**src/rtl/fibo_seq_scheduler.sv**
```systemverilog
// ----------------------------------------------------------------------------
// fibo_seq_scheduler
//
// Playlist controller for the sequence-generator datapath. A small table of
// {sequence select, term count} entries is walked in order. For every entry
// with a non-zero count the generator select is driven, a one-cycle sequence
// reset is issued, and exactly `count` terms are requested over a req/ack
// handshake. Entries with a zero count are skipped without touching the
// generator.
//
// Build option:
//   FIBO_SCHED_LOOP_EN - when defined, the playlist restarts at entry 0 after
//                        the last entry (pulsing wrap_o) for as long as at
//                        least one entry ran in the pass. The loop only ends
//                        on abort. When undefined, one pass is made, then
//                        done_o pulses, and wrap_o is tied low.
//
// Ports:
//   clk           clock
//   rst_n         asynchronous active-low reset (clears table and outputs)
//   ena_i         clock enable; low freezes every register
//   cfg_we_i      table write strobe (honoured only while idle)
//   cfg_addr_i    table entry index
//   cfg_data_i    {sel[1:0], count[CNT_W-1:0]}
//   start_i       begin a playlist pass (sampled while idle)
//   abort_i       return to idle immediately (ignored while idle)
//   step_ack_i    generator produced one term
//   gen_value_i   generator's current value, valid with step_ack_i
//   seq_sel_o     sequence select to the generator
//   seq_rst_o     one-cycle sequence-reset pulse
//   step_req_o    term request, held until acknowledged
//   busy_o        high whenever not idle
//   cur_entry_o   table entry being processed
//   term_cnt_o    terms acknowledged in the current entry
//   last_value_o  gen_value_i captured at the most recent ack
//   done_o        one-cycle pulse on normal return to idle
//   wrap_o        one-cycle pulse when the playlist wraps (loop build only)
// ----------------------------------------------------------------------------
module fibo_seq_scheduler #(
    parameter int  ENTRIES = 4,
    parameter int  CNT_W   = 6,
    localparam int AW      = $clog2(ENTRIES)
) (
    input  logic             clk,
    input  logic             rst_n,
    input  logic             ena_i,
    input  logic             cfg_we_i,
    input  logic [AW-1:0]    cfg_addr_i,
    input  logic [CNT_W+1:0] cfg_data_i,
    input  logic             start_i,
    input  logic             abort_i,
    input  logic             step_ack_i,
    input  logic [15:0]      gen_value_i,
    output logic [1:0]       seq_sel_o,
    output logic             seq_rst_o,
    output logic             step_req_o,
    output logic             busy_o,
    output logic [AW-1:0]    cur_entry_o,
    output logic [CNT_W-1:0] term_cnt_o,
    output logic [15:0]      last_value_o,
    output logic             done_o,
    output logic             wrap_o
);

    typedef enum logic [2:0] {
        S_IDLE,
        S_LOAD,
        S_RESET,
        S_RUN,
        S_NEXT
    } state_e;

    state_e           state_q, state_d;
    logic [AW-1:0]    cur_entry_q, cur_entry_d;
    logic             ran_q, ran_d;
    logic [1:0]       seq_sel_q, seq_sel_d;
    logic [CNT_W-1:0] term_cnt_q, term_cnt_d;
    logic [15:0]      last_value_q, last_value_d;
    logic             done_q, done_d;
`ifdef FIBO_SCHED_LOOP_EN
    logic             wrap_q, wrap_d;
`endif

    // Playlist table, split into select and count fields.
    logic [1:0]       tbl_sel_q [ENTRIES];
    logic [CNT_W-1:0] tbl_cnt_q [ENTRIES];

    logic             tbl_we;
    logic [1:0]       ent_sel;
    logic [CNT_W-1:0] ent_cnt;
    logic [CNT_W-1:0] term_inc;
    logic             last_entry;

    // The table is read at the current entry for the whole time that entry
    // is active; it cannot change meanwhile because writes are blocked
    // while busy, so no separate count latch is needed.
    assign ent_sel    = tbl_sel_q[cur_entry_q];
    assign ent_cnt    = tbl_cnt_q[cur_entry_q];
    assign term_inc   = term_cnt_q + CNT_W'(1);
    assign last_entry = (cur_entry_q == AW'(ENTRIES - 1));
    assign tbl_we     = ena_i && cfg_we_i && (state_q == S_IDLE);

    // Table storage: cleared asynchronously by reset, written only while idle.
    always_ff @(posedge clk or negedge rst_n) begin
        if (!rst_n) begin
            for (int i = 0; i < ENTRIES; i++) begin
                tbl_sel_q[i] <= '0;
                tbl_cnt_q[i] <= '0;
            end
        end else if (tbl_we) begin
            tbl_sel_q[cfg_addr_i] <= cfg_data_i[CNT_W+1:CNT_W];
            tbl_cnt_q[cfg_addr_i] <= cfg_data_i[CNT_W-1:0];
        end
    end

    // State and datapath registers; everything holds while ena_i is low.
    always_ff @(posedge clk or negedge rst_n) begin
        if (!rst_n) begin
            state_q      <= S_IDLE;
            cur_entry_q  <= '0;
            ran_q        <= 1'b0;
            seq_sel_q    <= '0;
            term_cnt_q   <= '0;
            last_value_q <= '0;
            done_q       <= 1'b0;
`ifdef FIBO_SCHED_LOOP_EN
            wrap_q       <= 1'b0;
`endif
        end else if (ena_i) begin
            state_q      <= state_d;
            cur_entry_q  <= cur_entry_d;
            ran_q        <= ran_d;
            seq_sel_q    <= seq_sel_d;
            term_cnt_q   <= term_cnt_d;
            last_value_q <= last_value_d;
            done_q       <= done_d;
`ifdef FIBO_SCHED_LOOP_EN
            wrap_q       <= wrap_d;
`endif
        end
    end

    // Next-state logic. Abort outranks everything outside IDLE and leaves
    // the captured datapath values (term count, last value, select) alone.
    // done/wrap are registered pulses so they line up with the first cycle
    // of the state they announce.
    always_comb begin
        state_d      = state_q;
        cur_entry_d  = cur_entry_q;
        ran_d        = ran_q;
        seq_sel_d    = seq_sel_q;
        term_cnt_d   = term_cnt_q;
        last_value_d = last_value_q;
        done_d       = 1'b0;
`ifdef FIBO_SCHED_LOOP_EN
        wrap_d       = 1'b0;
`endif

        if ((state_q != S_IDLE) && abort_i) begin
            state_d = S_IDLE;
        end else begin
            case (state_q)
                S_IDLE: begin
                    if (start_i) begin
                        state_d     = S_LOAD;
                        cur_entry_d = '0;
                        ran_d       = 1'b0;
                    end
                end

                S_LOAD: begin
                    if (ent_cnt == '0) begin
                        state_d = S_NEXT;
                    end else begin
                        state_d   = S_RESET;
                        seq_sel_d = ent_sel;
                        ran_d     = 1'b1;
                    end
                end

                S_RESET: begin
                    term_cnt_d = '0;
                    state_d    = S_RUN;
                end

                // The exit compare uses the incremented count, so term_cnt
                // can never run past the entry's count and never wraps.
                S_RUN: begin
                    if (step_ack_i) begin
                        last_value_d = gen_value_i;
                        term_cnt_d   = term_inc;
                        if (term_inc == ent_cnt) begin
                            state_d = S_NEXT;
                        end
                    end
                end

                S_NEXT: begin
                    if (!last_entry) begin
                        cur_entry_d = cur_entry_q + AW'(1);
                        state_d     = S_LOAD;
                    end else begin
`ifdef FIBO_SCHED_LOOP_EN
                        // An all-zero table would otherwise spin forever
                        // without ever touching the generator.
                        if (ran_q) begin
                            wrap_d      = 1'b1;
                            cur_entry_d = '0;
                            ran_d       = 1'b0;
                            state_d     = S_LOAD;
                        end else begin
                            done_d  = 1'b1;
                            state_d = S_IDLE;
                        end
`else
                        done_d  = 1'b1;
                        state_d = S_IDLE;
`endif
                    end
                end

                default: begin
                    state_d = S_IDLE;
                end
            endcase
        end
    end

    // Outputs come straight from registers so no input reaches an output
    // combinationally.
    always_comb begin
        busy_o       = (state_q != S_IDLE);
        seq_rst_o    = (state_q == S_RESET);
        step_req_o   = (state_q == S_RUN);
        seq_sel_o    = seq_sel_q;
        cur_entry_o  = cur_entry_q;
        term_cnt_o   = term_cnt_q;
        last_value_o = last_value_q;
        done_o       = done_q;
`ifdef FIBO_SCHED_LOOP_EN
        wrap_o       = wrap_q;
`else
        wrap_o       = 1'b0;
`endif
    end

endmodule
```
**config.mk**
```make
export PLATFORM = sky130hd
export DESIGN_NAME = fibo_seq_scheduler
export DESIGN_NICKNAME = d
export VERILOG_FILES = /design/src/rtl/fibo_seq_scheduler.sv
export SDC_FILE = /design/constraint.sdc
export NUM_CORES = 1
export LEC_CHECK = 0
export BUFFER_PORTS_ARGS = -buffer_cell sky130_fd_sc_hd__buf_2
export CELL_PAD_IN_SITES_DETAIL_PLACEMENT = 0
export CELL_PAD_IN_SITES_GLOBAL_PLACEMENT = 1
export CORE_MARGIN = 2
export CORE_UTILIZATION = 24
export CTS_BUF_LIST = sky130_fd_sc_hd__clkbuf_8
export DETAILED_ROUTE_END_ITERATION = 16
export PLACE_DENSITY_LB_ADDON = 0.1
export SLEW_MARGIN = 20
export SYNTH_ARGS = -nofsm -noshare
export SYNTH_HDL_FRONTEND = slang
export SYNTH_SLANG_ARGS = --single-unit
```
**constraint.sdc**
```tcl
create_clock -name clk -period 3.85 [get_ports clk]
set_input_delay 0.5775 -clock clk [delete_from_list [all_inputs] [get_ports clk]]
set_output_delay 0.5775 -clock clk [all_outputs]
set_load 0.01 [all_outputs]
```
* Word-level counts from Yosys, hierarchy flattened
Index checks and enable logic that the tools add are counted.
Word-level totals: register bits 62, bits of input ports 33, output and inout bits 31, word-level logic and storage cells 76
Cells by class: $add $sub $neg 2, order comparisons 3, equal/unequal tests 12, muxes and demuxes 27, bitwise gates (word level) 4, reduce and logical (&&, ||, !) cells 14
Operators with widths (number):
- $bwmux W24 | 1
- $mux W6 | 4
- $reduce_and A4 Y1 | 4
- $mux W3 | 5
- $pmux W3 S5 | 1
- $bmux W6 S2 | 1
- $demux W6 S2 | 1
- $pmux W6 S2 | 1
- $mux W2 | 5
- $bwmux W8 | 1
- $add A6 B1 Y6 const B | 1
- $eq A3 B2 Y1 const B | 2
- $eq A6 B6 Y1 | 1
- $ge A3 B3 Y1 const B | 2
- $logic_not A6 Y1 | 1
- $ne A2 B2 Y1 const B | 3
- $ne A3 B2 Y1 const B | 2
- $not A2 Y3 | 2
- $reduce_and A5 Y1 | 1
- $bmux W2 S2 | 1
- $demux W2 S2 | 1
- $logic_and A1 B1 Y1 | 4
- $mux W1 | 4
- $pmux W2 S2 | 1
- other kinds (10) | 12

* Longest topological paths before layout
Gate-level depths: netlist of run 1.
depth after elaboration 9, gate-level depth with buffers 7, depth with buffers taken out 7

* Worst setup path after synthesis of run 1
No wires, ideal clock.
kind reg-to-reg, start register cur_entry_q[0], in the netlist cur_entry_o[0], end register state_q[2], library setup time 0.125 ns, arrival time 2.062 ns, data required time 3.725 ns, setup slack 1.663 ns, cell stages (with the launch flop) 7, buffers on the path 1, clock period less this slack 2.187 ns, cell sequence dfrtp_1 -> buf_6 -> mux4_1 -> xnor2_1 -> o31ai_1 -> a31oi_2 -> mux2_4
On the way: word-level cells in the longest chain between the ends 8, elaborated cells on any way between the ends 11, those cells by class 2 x eq/ne; 6 x mux; 1 x bitwise; 2 x reduce/logical
Ends and longest elaborated chain:
- start, declared | RTL line 74 | logic [AW-1:0] cur_entry_q, cur_entry_d;
- start signal, assigned | RTL line 131 | cur_entry_q <= cur_entry_d;
- $not A2 Y3 (implied by the code) * | RTL line 98 | assign ent_cnt = tbl_cnt_q[cur_entry_q];
- $bmux W6 S2 * | RTL line 98
- $mux W6 (implied by the code) * (2 in series) | RTL line 98
- $logic_not A6 Y1 | RTL line 172 | if (ent_cnt == '0) begin
- $mux W3 | RTL line 172
- $pmux W3 S5 | RTL line 162 | case (state_q)
- $mux W3 | RTL line 159 | if ((state_q != S_IDLE) && abort_i) begin
- end signal, assigned | RTL line 130 | state_q <= state_d;
- end, declared | RTL line 73 | state_e state_q, state_d;
Mark *: on every way between the ends. The rest lies on a longest branch, timed or not. The select of a mux whose other input is x is not followed. A chain may end at the register's enable or synchronous reset.

* Final worst setup path of run 1
Ends and elaborated chain as after synthesis.

==> results.yml, run 1 <==
outcome:
  status: "completed"
floorplanning:
  die_w_um: 115
  die_h_um: 115
  io_pins: 64
  core_area_sq_mm: 0.0120
  initial_core_util_pct: 24.5
  rows: 40
  die-area_sq_mm: 0.0132
place:
  dpl.hpwl_um: 4830
  gp_congestion: 0.730
  portBuffers: 62
pwr:
  max-vdd-ir-drop_mv: 0.168
  leakage_nw: 1.70
  p_per_area_mw_per_mm2: 698
  p_total_mw: 2.50
timing:
  fmax_mhz: 386
  slew-limit-headroom_pct: 50.8
  hold_viol: 0
  period_minus_slack_ns: 2.59
  tightest_slew_ns: 0.732
  fin_crit_sh_pct: 67.2
  whs_ns: 0.207
  setup_tns_ns: 0
  finClkSkew_ns: 0.00867
  rsz0062_at_grt: "false"
  setup_viol: 0
  slew_viol_final: 0
clocking:
  clk_pin_slew_ns: 0.07
  clk_latency_ns: 0.33
  cts_buffers: 9
  cts_root_buffer: "clkbuf_8"
  hold_buffers: 0
  clock_sinks: 62
  cts_max_level: 3
  cts.repair.resized: 0
  cts_tree: "done"
  cts_setup_buffers: 0
  cts_buffer_depth: 2
critical_path:
  timing.rr.start: "cur_entry_o[0]$_DFFE_PN0P_"
  r2r_slack_ns: 1.26
  critPathRequiredTime_ns: 4.07
  crit_arrival_ns: 2.81
  endpoint: "state_q[2]$_DFFE_PN0P_"
  r2r-end: "state_q[2]$_DFFE_PN0P_"
  cp-startpoint: "cur_entry_o[0]$_DFFE_PN0P_"
  end_kind: "flip-flop"
  r2r_cells: 6
  path_class: "reg2reg"
  critPathLaunchType: "flip-flop"
  crit_fanout: 13
detailed_routing:
  drc: 0
  wire_per_inst_um: 15.6
  drt-initial-drc-count: 84
  viasPerCell: 4.47
  vias: 1945
  dr.pass1.iters: 4
  routed_wl_um: 6770
  postRouteAntennaNets: 0
global_routing:
  grt_use_total_pct: 10.9
  antenna_found_initial: 0
  grt_pass1_vias: 2048
  overflow: 0
  grt_start_max_net_pins: 44
  grt_pass1_wl_um: 10800
cells_and_area:
  syn2layout_area_growth_pct: 21.6
  drive_above_1_share_pct: 47.9
  fin_nets: 318
  antennaDiodeCount: 0
yosys:
  synth_seq_cells: 62
  yosysWarnings: 0
  syn_area_sq_mm: 0.00294
  synthCells: 219
  synth_cell_type_count: 42
  yosysSeqAreaShare_pct: 52.7
  syn_nets: 254
  syn_area_per_cell_sq_um: 13.4
job:
  drv_cap: 0
worst_hold_path:
  holdCritPathClass: "in2async"
==> layout make-up <==
class	count	area, sq um
Tap cell	147	184
Fill cell	1258	8430
Timing Repair Buffer	63	318
Sequential cell	62	1550
Multi-Input combinational cell	142	1320
Inverter	5	18.8
Clock inverter	4	21.3
Clock buffer	12	165
==> layer usage <==
layer,GRT usage (%),up-vias,routed length (um)
li1,-,931,-
met1,13.9,980,3140
met2,17.4,29,3270
met3,3.16,5,275
met4,4.58,0,91
met5,0,-,0
==> stage by stage <==
step                      area [sq um]  util [%]  instances  worst slack [ns]
after CTS                         3580      29.8        435              1.22
after global placement            3390      28.2        419              1.27
final                             3580      29.8        435              1.26
after global routing              3580      29.8        435              1.11
after detailed placement          3390      28.2        419              1.23
after floorplan                   2940         -        219              1.66
==> cells in the final DEF (no fill, tap or decap), types with 3 or more instances in the layout <==
master | netlist | layout
dfrtp_1 | 62 | 62
nor2_1 | 9 | 9
buf_2 | 3 | 62
nand2_1 | 11 | 11
a21oi_1 | 3 | 3
nand3_1 | 3 | 3
clkbuf_8 | 0 | 12
o21ai_0 | 12 | 12
xnor2_1 | 5 | 5
mux4_1 | 7 | 7
mux2_2 | 50 | 50
xor2_1 | 4 | 4
inv_1 | 5 | 6
==> sequential cells by signal, indices dropped and copies added (netlist names) <==
register      count
tbl_cnt_q        24
last_value_o     16
tbl_sel_q         8
term_cnt_o        6
state_q           3
cur_entry_o       2
seq_sel_o         2
done_o            1
==> worst min-delay path by stage <==
stage | to | cells after the start
after floorplan | cur_entry_o[0]$_DFFE_PN0P_ | 0
after global placement | last_value_o[15]$_DFFE_PN0P_ | 1
after detailed placement | last_value_o[11]$_DFFE_PN0P_ | 1
after CTS | term_cnt_o[5]$_DFFE_PN0P_ | 1
after global routing | tbl_sel_q[4]$_DFFE_PN0P_ | 1
final | tbl_sel_q[6]$_DFFE_PN0P_ | 1
==> synthesized netlist by cell type, drive strengths merged <==
master	number	share of area, %
mux2i	1	0.34
or2	2	0.43
nor3	3	0.68
o21a	1	0.26
o41ai	2	0.60
inv	5	0.64
clkbuf	5	0.64
o32ai	1	0.30
xnor2	5	1.5
mux4	8	7.0
xor2	4	1.2
and3	2	0.60
nor2b	2	0.43
a21oi	3	0.51
o21ai	12	2.0
buf	5	1.1
mux2	51	20
nand3	3	0.51
and2	1	0.21
or3	2	0.43
nand2	11	1.4
conb	1	0.13
nor2	11	1.6
o211ai	2	0.51
nand2b	1	0.21
a221o	1	0.34
nor4	3	1.1
ha	2	0.85
a31oi	2	0.64
o2111ai	1	0.30
dfrtp	62	53
a22o	2	0.60
o31ai	2	0.51
==> report_power, final <==
group | switching, mW | total, mW | internal [mW] | leakage [nW]
combinational | 0.373 | 0.851 | 0.478 | 0.800
sequential | 0.186 | 1.11 | 0.924 | 0.804
clock | 0.254 | 0.536 | 0.282 | 0.0996
total | 0.813 | 2.50 | 1.68 | 1.70
==> critical path: stages, from the launching register on <==
cell	delay, ns
dfrtp_1	0.68
mux4_1	0.67
xnor2_1	0.23
xor2_1	0.17
o31ai_1	0.09
a31oi_2	0.30
mux2_4	0.32
==> logic make-up (layout without fill, tap and decap cells) <==
group	after synthesis	after routing	synth area share, %
XOR/XNOR	9	9	2.68
multiplexers	60	60	27.0
other	1	1	0.127
AO/OA/AOI/OAI	29	29	6.59
AND/OR/NAND/NOR	41	41	7.61
buffers and inverters	15	84	2.42
flip-flops	62	62	52.7
adder cells (fa/ha/maj)	2	2	0.850
Note: power is estimated with default switching activity, not from simulation.
==> run 2: changes to the inputs <==
ABC_AREA = 1   (was default)
clock period = 2.2 ns   (was 3.85 ns; I/O delays follow)
==> results.yml, run 2 <==
outcome:
  status: "completed"
critical_path:
  critPathLaunchType: "flip-flop"
  crit_fanout: 12
  crit_arrival_ns: 2.21
  r2r-end: "cur_entry_o[0]$_DFFE_PN0P_"
  end_kind: "flip-flop"
  crit_chain: "buf_4 > ha_1 > inv_1 > nor2_1 > nor3_1 > nand3_1 > o21ai_0"
  slowest_stage: "dfrtp_1"
  slowest_delay_ns: 0.55
  timing.rr.start: "cur_entry_o[0]$_DFFE_PN0P_"
  r2r_slack_ns: 0.22
  critPathRequiredTime_ns: 2.43
  path_class: "reg2reg"
  r2r_cells: 7
timing:
  slew_viol_final: 0
  fin_crit_sh_pct: 90.1
  finClkSkew_ns: 0.00578
  tightest_slew_ns: 0.581
  period_minus_slack_ns: 1.98
  hold_viol: 0
  setup_ws_ns: 0.217
  fmax_mhz: 504
  slew-limit-headroom_pct: 61.2
  rsz0062_at_grt: "false"
  setup_tns_ns: 0
  setup_viol: 0
cells_and_area:
  mostFrequentLayoutCells: "nand2_1 (120), dfrtp_1 (62), buf_2 (62)"
  top_register: "tbl_cnt_q"
  fin_nets: 474
  largest_register_ffs: 24
  final_util_pct: 29.6
  layout_commonest_cell: "nand2_1"
  syn2layout_area_growth_pct: 21.6
  stdcell_count: 619
  antennaDiodeCount: 0
  drive_above_1_share_pct: 27.5
yosys:
  synthCells: 371
  syn_area_per_cell_sq_um: 8.59
  synth_edf_count: 0
  synth_flop_cell: "dfrtp_1"
  syn_area_sq_mm: 0.00319
  synthTopCellsByCount: "nand2_1 (120), dfrtp_1 (62), o21ai_0 (46), inv_1 (31), nand3_1 (26)"
  synth_seq_cells: 62
  synth_top_area_share_pct: 48.7
  syn_nets: 406
  synthTopCellsByArea: "dfrtp_1 (49%), nand2_1 (14%), o21ai_0 (7.2%), mux2_4 (6.6%), nand3_1 (4.1%)"
  async_reset_ff_share_pct: 100
  synth.most_common_cell: "nand2_1"
  synth_cell_type_count: 28
  yosysWarnings: 0
  yosysSeqAreaShare_pct: 48.7
  synth_top_cell_by_area: "dfrtp_1"
worst_hold_path:
  hold_depth: 2
  hold_start: "gen_value_i[13]"
  worstHoldEndpoint: "last_value_o[13]$_DFFE_PN0P_"
  holdCritPathClass: "in2reg"
detailed_routing:
  viasPerCell: 4.22
  dr.pass1.iters: 4
  postRouteAntennaNets: 0
  drc: 0
  vias: 2613
  drt-initial-drc-count: 178
  wire_per_inst_um: 13.1
  routed_wl_um: 8100
pwr:
  max-vdd-ir-drop_mv: 0.262
  leakage_nw: 2.06
  p_total_mw: 5.32
  p_per_area_mw_per_mm2: 1370
clocking:
  clock_sinks: 62
  cts_buffer_depth: 2
  cts_max_level: 3
  cts.repair.resized: 0
  clk_pin_slew_ns: 0.07
  cts_tree: "done"
  cts_root_buffer: "clkbuf_8"
  cts_buffers: 9
  cts_setup_buffers: 0
  clk_latency_ns: 0.36
place:
  dpl.hpwl_um: 5900
  dp_cells: 603
  gp_congestion: 0.752
  portBuffers: 62
  place_ws_ns: 0.225
floorplanning:
  io_pins: 64
  die-area_sq_mm: 0.0142
  core_area_sq_mm: 0.0131
  rows: 42
  die_w_um: 119
  die_h_um: 119
  initial_core_util_pct: 24.4
global_routing:
  grt_start_max_net_pins: 63
  grt_use_total_pct: 12.3
  overflow: 0
  grt_pass1_wl_um: 13300
  grt_pass1_vias: 2487
  antenna_found_initial: 0
job:
  drv_cap: 0
[run 2: worst max-delay path: cells and delay by family (launching register included)]
kind / cells / cell delay [ns]
DFF: 1 / 0.55
AOI/OAI and AO/OA: 1 / 0.18
buffers and inverters: 2 / 0.31
and+or+nand+nor: 3 / 0.58
adders and majority gates: 1 / 0.23
[run 2: layout make-up]
class,count,area (sq um)
tap,176,220
sequential,62,1550
inverter,36,143
clock inverter,5,51.3
clock buffer,10,138
timing repair buffer,70,385
fill,1433,9210
multi-input combinational,260,1390
[run 2: layer usage]
metal / GRT usage, % / up-vias / share of wire, %
met1: 17.2 / 1215 / 51
li1: - / 1330 / -
met2: 17.4 / 53 / 42
met3: 3.02 / 15 / 4.5
met5: 0 / - / 0
met4: 6.70 / 0 / 2.4
[run 2: worst max path at each step]
stage,start,to,depth (start not counted)
after floorplan,term_cnt_o[0]$_DFFE_PN0P_,state_q[1]$_DFFE_PN0P_,11
after global placement,cur_entry_o[0]$_DFFE_PN0P_,cur_entry_o[0]$_DFFE_PN0P_,7
after detailed placement,cur_entry_o[0]$_DFFE_PN0P_,cur_entry_o[0]$_DFFE_PN0P_,7
after CTS,cur_entry_o[0]$_DFFE_PN0P_,cur_entry_o[0]$_DFFE_PN0P_,7
after global routing,cur_entry_o[0]$_DFFE_PN0P_,cur_entry_o[0]$_DFFE_PN0P_,7
final,cur_entry_o[0]$_DFFE_PN0P_,cur_entry_o[0]$_DFFE_PN0P_,7
[run 2: cells by family after synthesis]
logic type	synth area share (%)
compound gates	9.15
flops	48.7
mux	7.30
xor+xnor	0.275
other cells	0.118
simple gates	25.8
buf+inv	7.85
fa+ha+maj	0.785
[run 2: what timing repair did]
action,4_1_cts,5_1_grt
hold buffers,1,0
hold endpoints to repair,62,0
endpoints found under the setup margin,0,0
[run 2: power breakdown]
part           switching (mW)  internal, mW  total [mW]
combinational            1.27         0.950        2.22
sequential              0.417          1.67        2.09
clock                   0.466         0.539        1.01
[run 2: stage by stage]
| stage | instance area, sq um | hold WS [ns] |
|---|---|---|
| 2_1_floorplan | 3190 | 0.0344 |
| 3_3_place_gp | 3670 | 0.375 |
| 3_5_place_dp | 3670 | 0.382 |
| 4_1_cts | 3870 | 0.177 |
| 5_1_grt | 3870 | 0.185 |
| 6_report | 3870 | 0.199 |
==> run 3: changes to the inputs <==
clock period = 2 ns   (was 2.2 ns; I/O delays follow)
==> results.yml, run 3 (synthesis results as in run 2) <==
cells_and_area:
  mostFrequentLayoutCells: "nand2_1 (120), buf_2 (62), dfrtp_1 (61)"
  nFillCells: 1424
  largest_register_ffs: 24
  fin_nets: 476
  final_util_pct: 29.8
  layout_commonest_cell: "nand2_1"
  top_register: "tbl_cnt_q"
  multiInputGateArea_sq_mm: 0.00139
  antennaDiodeCount: 0
  seq_area_sq_mm: 0.00155
  syn2layout_area_growth_pct: 22.3
  drive_above_1_share_pct: 28.3
detailed_routing:
  drc: 0
  wl_met1_um: 4080
  wire_per_inst_um: 13.0
  viasPerCell: 4.14
  routed_wl_um: 8080
  dr.pass1.iters: 5
  postRouteAntennaNets: 0
  vias: 2570
  drt-initial-drc-count: 151
  wl_met3_um: 268
  route.met2.wl_um: 3550
  highest_layer: "met4"
floorplanning:
  initial_core_util_pct: 24.4
  die_h_um: 119
  io_pins: 64
  die_w_um: 119
  rows: 42
  die-area_sq_mm: 0.0142
  core_area_sq_mm: 0.0131
timing:
  slew-limit-headroom_pct: 64.1
  hold_viol: 0
  setup_viol: 0
  finClkSkew_ns: 0.0118
  whs_ns: 0.156
  rsz0062_at_grt: "false"
  period_minus_slack_ns: 1.73
  setup_tns_ns: 0
  tightest_slew_ns: 0.537
  fmax_mhz: 577
  fin_crit_sh_pct: 86.7
  slew_viol_final: 0
critical_path:
  path_class: "reg2reg"
  slowest_delay_ns: 0.42
  crit_buf_inv: 0
  crit_fanout: 5
  critPathRequiredTime_ns: 2.27
  critPathLaunchType: "flip-flop"
  timing.rr.start: "term_cnt_o[1]$_DFFE_PN0P_"
  cpMostUsedCell: "nand2_1"
  crit_family: "simple AND/OR/NAND/NOR gates"
  cp-startpoint: "term_cnt_o[1]$_DFFE_PN0P_"
  crit_arrival_ns: 2.00
  slowest_stage: "dfrtp_1"
  end_kind: "flip-flop"
  crit_chain: "ha_1 > nand3_1 > nand2_1 > nand2_1 > nand2_1 > nand2_1 > nand2_1 > nor2_1 > nand2_1 > nand2_2 > nand2_2 > nand2_1 > nand2_1"
clocking:
  cts_tree: "done"
  cts_setup_buffers: 0
  clk_pin_slew_ns: 0.08
  cts_root_buffer: "clkbuf_8"
  clk_latency_ns: 0.37
  cts_buffer_depth: 2
  cts_buffers: 9
  clock_sinks: 62
  cts_max_level: 3
pwr:
  leakage_nw: 2.07
  max-vdd-ir-drop_mv: 0.346
  p_per_area_mw_per_mm2: 1510
global_routing:
  grt_use_total_pct: 12.6
  grt_pass1_vias: 2577
  grt_pass1_wl_um: 13500
  antenna_found_initial: 0
  grt_start_max_net_pins: 63
  overflow: 0
worst_hold_path:
  holdCritPathClass: "in2reg"
  hold_start: "gen_value_i[14]"
place:
  dpl.hpwl_um: 5710
  portBuffers: 62
  gp_congestion: 0.742
job:
  drv_cap: 0
outcome:
  status: "completed"
run 3: cell type report:
class                           count  area share (%)
Tap cell                          176            5.65
Timing Repair Buffer               72            10.3
Sequential cell                    62            39.8
Multi-Input combinational cell    260            35.7
Clock inverter                      5            1.32
Inverter                           36            3.66
Clock buffer                       10            3.53
run 3: metrics by stage:
step,power (mW),instances,area (sq um),worst slack [ns]
finish,5.88,621,3900,0.265
global route,6.44,621,3900,0.0766
CTS,5.97,621,3890,0.0959
detailed placement,4.81,605,3690,0.117
global placement,4.82,605,3690,0.150
floorplan,4.06,371,3190,0.378
run 3: path summary, 6_finish.rpt:
check,cells after the start,to,slack (ns)
max,13,state_q[1]$_DFFE_PN0P_,0.27
min,2,last_value_o[14]$_DFFE_PN0P_,0.16
max reg2reg,13,state_q[1]$_DFFE_PN0P_,0.27
min reg2reg,2,tbl_cnt_q[18]$_DFFE_PN0P_,0.49
max in group asynchronous,3,tbl_cnt_q[4]$_DFFE_PN0P_,1.23
min in group asynchronous,3,tbl_sel_q[3]$_DFFE_PN0P_,0.47
run 3: worst register-to-register path, stage by stage, from the launching register on:
cell and delay, ns:
dfrtp_1 0.42, ha_1 0.28, nand3_1 0.13, nand2_1 0.05, nand2_1 0.11, nand2_1 0.06, nand2_1 0.06, nand2_1 0.05
nor2_1 0.11, nand2_1 0.08, nand2_2 0.09, nand2_2 0.07, nand2_1 0.06, nand2_1 0.05
run 3: where the power goes:
part	switching, mW	internal [mW]	leakage [nW]	total, mW
Clock	0.527	0.593	0.0993	1.12
Combinational	1.40	1.07	1.17	2.47
Sequential	0.450	1.84	0.793	2.29
run 3: repair_timing:
| action | 4_1_cts | 5_1_grt |
|---|---|---|
| endpoints found under the setup margin | 0 | 7 |
| hold endpoints to repair | 62 | 0 |
| gates resized for setup | 0 | 2 |
| hold buffers | 1 | 0 |
run 3: routing by layer:
| layer | global-route usage, % | vias to the layer above |
|---|---|---|
| met2 | 18.5 | 28 |
| li1 | - | 1328 |
| met5 | 0 | - |
| met4 | 6.03 | 0 |
| met1 | 16.8 | 1200 |
| met3 | 3.88 | 14 |
